--- config.mk ---
export PLATFORM = sky130hd
export DESIGN_NAME = dram_fifo_reader
export DESIGN_NICKNAME = d
export VERILOG_FILES = /design/src/rtl/dram_fifo_reader.sv
export SDC_FILE = /design/constraint.sdc
export NUM_CORES = 1
export LEC_CHECK = 0
export ABC_AREA = 1
export CELL_PAD_IN_SITES_DETAIL_PLACEMENT = 2
export CELL_PAD_IN_SITES_GLOBAL_PLACEMENT = 2
export CORE_MARGIN = 2
export CORE_UTILIZATION = 23
export DETAILED_ROUTE_END_ITERATION = 10
export GPL_TIMING_DRIVEN = 0
export MAX_ROUTING_LAYER = met4
export PLACE_DENSITY = 0.89
export SYNTH_ARGS = -nofsm -noshare
export SYNTH_HDL_FRONTEND = slang
export SYNTH_SLANG_ARGS = --single-unit
export TNS_END_PERCENT = 50
--- constraint.sdc ---
create_clock -name clk -period 5.5 [get_ports clk]
set_clock_uncertainty 0.2 [all_clocks]
set_input_delay 1.65 -clock clk [delete_from_list [all_inputs] [get_ports clk]]
set_output_delay 1.65 -clock clk [all_outputs]
set_load 0.02 [all_outputs]
--- src/rtl/dram_fifo_reader.sv ---
// Read side of a distributed-RAM ring buffer: drives the RAM read address,
// registers the asynchronous read data and presents it on a valid/ready stream.
module dram_fifo_reader #(
    parameter int DATA_WIDTH = 16,
    parameter int DATA_DEPTH = 4
) (
    input  logic                  clk,
    input  logic                  rst_n,
    input  logic [DATA_DEPTH:0]   wr_ptr,
    output logic [DATA_DEPTH-1:0] ram_ar,
    input  logic [DATA_WIDTH-1:0] ram_qr,
    output logic [DATA_DEPTH:0]   rd_ptr,
    output logic [DATA_WIDTH-1:0] dout,
    output logic                  dout_valid,
    input  logic                  dout_ready,
    input  logic                  flush,
    output logic                  empty,
    output logic [DATA_DEPTH+1:0] level,
    output logic                  overrun
);

    // A full ring holds exactly 2^DATA_DEPTH words; anything above means the writer overran.
    localparam logic [DATA_DEPTH:0] CAPACITY = {1'b1, {DATA_DEPTH{1'b0}}};

    logic [DATA_DEPTH:0] avail;
    logic                load;
    logic                unload;

    // Stream handshake: a word moves on any posedge where dout_valid && dout_ready;
    // dout and dout_valid are registers only, so dout_ready never reaches them combinationally.
    always_comb begin
        avail  = wr_ptr - rd_ptr;
        load   = (avail != '0) && (!dout_valid || dout_ready) && !flush;
        unload = dout_valid && dout_ready;
    end

    assign ram_ar = rd_ptr[DATA_DEPTH-1:0];
    assign empty  = (avail == '0) && !dout_valid;
    assign level  = {1'b0, avail} + {{(DATA_DEPTH+1){1'b0}}, dout_valid};

    always_ff @(posedge clk) begin
        if (!rst_n) begin
            rd_ptr     <= '0;
            dout       <= '0;
            dout_valid <= 1'b0;
            overrun    <= 1'b0;
        end else begin
            if (avail > CAPACITY) begin
                overrun <= 1'b1;
            end
            // flush jumps to the writer's pre-edge pointer, so a word written this cycle survives
            if (flush) begin
                rd_ptr     <= wr_ptr;
                dout_valid <= 1'b0;
            end else if (load) begin
                dout       <= ram_qr;
                dout_valid <= 1'b1;
                rd_ptr     <= rd_ptr + 1'b1;
            end else if (unload) begin
                dout_valid <= 1'b0;
            end
        end
    end

endmodule
==> run summary <==
Ant. Diodes: 0
type of the worst setup path: in -> out
# setup viols final: 0
vias in the first global route: 1535
shortest period the worst path allows: 5.35 ns
Lkg Pwr: 0.842 nW
CTS Hold Bufs: 0
die area: 6300 um^2
async set-reset flop share out of synthesis: 0%
CTS tree: built
Int Pwr: 0.319 mW
clk sinks: 23
fin crit share: 97.3%
num ports: 59
CP required: 3.65 ns
synthesis-to-finish area growth: 58.0%
Sw Ratio: 35.1%
Comb power frac: 38.6%
Final Hold Viols: 0
Placed Cells: 306
gr ovfl total: 0
layout cells sized above 1: 11.6%
gpl congestion: 0.733
row count: 27
Die Height: 79.4 um
library cells used by synthesis: 23
Starting Density: 23.7%
Yosys warning count: 0
Slew headroom: 67.8%
1st-iter DRT viols: 54
Finished Cell Area: 2060 um^2
I/O Buffers: 58
cts bufs inserted: 3
max cap viols: 0
worst hold path type: reg -> reg
Seq pwr share: 38.7%
Via density: 4.62
clk slew on worst S/H paths: 0.08 ns
Sw Pwr: 0.173 mW
top cells by area, synth: dfxtp_1, nand2_1, a21oi_1, nand4_1, ha_1
Via Count: 1450
clk buf depth: 2
pwr dens: 238 nW/um^2
Syn Inst Count: 176
ANT nets after route: 0
worst vdd ir: 0.107 mV
CP startpoint kind: input port
Syn Nets: 209
CP arrival: 3.50 ns
post-layout util: 37.5%
Mean Syn Cell Area: 7.42 um^2
area leader, netlist: dfxtp_1
Synth top area share: 35.2%
EDFF count, synth: 0
sequential share of the synthesized area: 35.2%
Filler cells: 651
# nets final: 276
mapped cell area: 1310 um^2
WL/cell: 14.9 um
cell with the most instances after synthesis: nand2_1
top cells by count, synth: nand2_1, a21oi_1, dfxtp_1, nand4_1, inv_1
core area: 5510 um^2
final wirelength: 4670 um
Seq cells post-synth: 23
Worst path max stage delay: 0.48 ns
DP HPWL: 3490 um
final cell count without fillers: 314
gr usage total: 15.7%
DP Area: 1980 um^2
Synth Flop Type: dfxtp_1
status: finished, final reports clean
initial antenna violation count: 0
Achievable Freq: 0.187 GHz
clock root buffer: clkbuf_8
Clk pwr share: 22.7%
Worst Path Max Fanout: 10
first-pass GRT wire length: 7620 um
Slowest cell on crit path: clkdlybuf4s50_1
largest net degree at the start of global routing: 15
Slew Limit Fails: 0
later-pin clock latency in the skew report: 0.27 ns
TNS Setup: 0 ns
CP Cell Sequence: clkdlybuf4s50_1 -> inv_1 -> fa_2 -> inv_1 -> nand3_1 -> nand2_1 -> nand2_1 -> nand2_2 -> nand3_4 -> buf_6 -> nor2_1 -> buf_4
Die Wd: 79.4 um
nature of the critical path endpoint: output pin
Worst-Margin Slew: 0.482 ns
critical path's top delay family: buffers and inverters
worst path bufs/invs: 5
# DRC: 0
Detailed Routing Iterations Pass 1: 3
htree depth: 1
hold_ws: 0.271 ns
==> worst min-delay path, stage by stage (launching register included) <==
cell     delay, ns
dfxtp_1       0.32
nand2_1       0.06
a21oi_1       0.05
==> registers in the layout, indices dropped and copies added, names as in the netlist <==
register    count
dout           16
overrun         1
rd_ptr          5
dout_valid      1
==> final cells by class <==
type | count | area [um^2] | area share [%]
Sequential cell | 23 | 460 | 22.3
Timing Repair Buffer | 62 | 592 | 28.7
Clock buffer | 3 | 41.3 | 2.00
Clock inverter | 1 | 7.51 | 0.364
Inverter | 17 | 63.8 | 3.09
Buffer | 11 | 75.1 | 3.64
Tap cell | 72 | 90.1 | 4.37
Multi-Input combinational cell | 125 | 733 | 35.5
==> layout by cell type, fill, tap and decap left out, types with 4 or more instances in the layout <==
master,count
xor2_1,5
clkbuf_1,5
o21ai_0,4
nand4_1,17
nand2_1,38
inv_1,16
nand3_1,12
ha_1,5
dfxtp_1,23
buf_4,9
a21oi_1,23
clkdlybuf4s50_1,51
nor2_1,8
==> path summary, 6_finish.rpt <==
check             startpoint         to  slack [ns]  depth (start not counted)
hold / removal       dout[5]    dout[5]        0.27                          2
setup / recovery   wr_ptr[1]      empty        0.15                         12
setup reg to reg   rd_ptr[2]  rd_ptr[0]        2.92                         11
hold reg to reg      dout[5]    dout[5]        0.27                          2
==> per-stage QoR <==
stage	power, mW	setup WS (ns)
5_1_grt	0.524	-0.0296
4_1_cts	0.495	0.0966
2_1_floorplan	0.292	0.370
3_5_place_dp	0.377	-0.762
3_3_place_gp	0.372	-0.696
6_report	0.492	0.148
==> logic make-up after synthesis <==
kind of cell / Yosys count / share of synthesized area [%]
AND/OR/NAND/NOR: 82 / 30.7
flip-flops: 23 / 35.2
AO/OA/AOI/OAI: 29 / 11.4
XOR/XNOR: 6 / 4.02
buffers and inverters: 28 / 10.3
adder cells (fa/ha/maj): 8 / 8.24
==> layer usage <==
metal / track usage, % / up-vias / part of all wire, %
met5: - / - / 0
met4: 1.55 / 0 / 0.26
met3: 3.64 / 2 / 4.3
met2: 27.4 / 35 / 52
met1: 19.2 / 692 / 43
li1: - / 721 / -
==> what timing repair did <==
item / 4_1_cts / 5_1_grt
setup buffers: 3 / 1
pin swaps: 1 / 2
resized for setup: 28 / 2
endpoints found under the setup margin: 6 / 1
endpoints found under the hold margin: 0 / 0
==> power by group through the flow <==
stage	logic (mW)	clock network [mW]	registers, mW
after floorplan	0.0863	0	0.206
after global placement	0.178	0	0.194
after detailed placement	0.182	0	0.195
after CTS	0.187	0.117	0.191
after global routing	0.207	0.124	0.193
final	0.190	0.111	0.191
(Power assumes the default switching activity.)
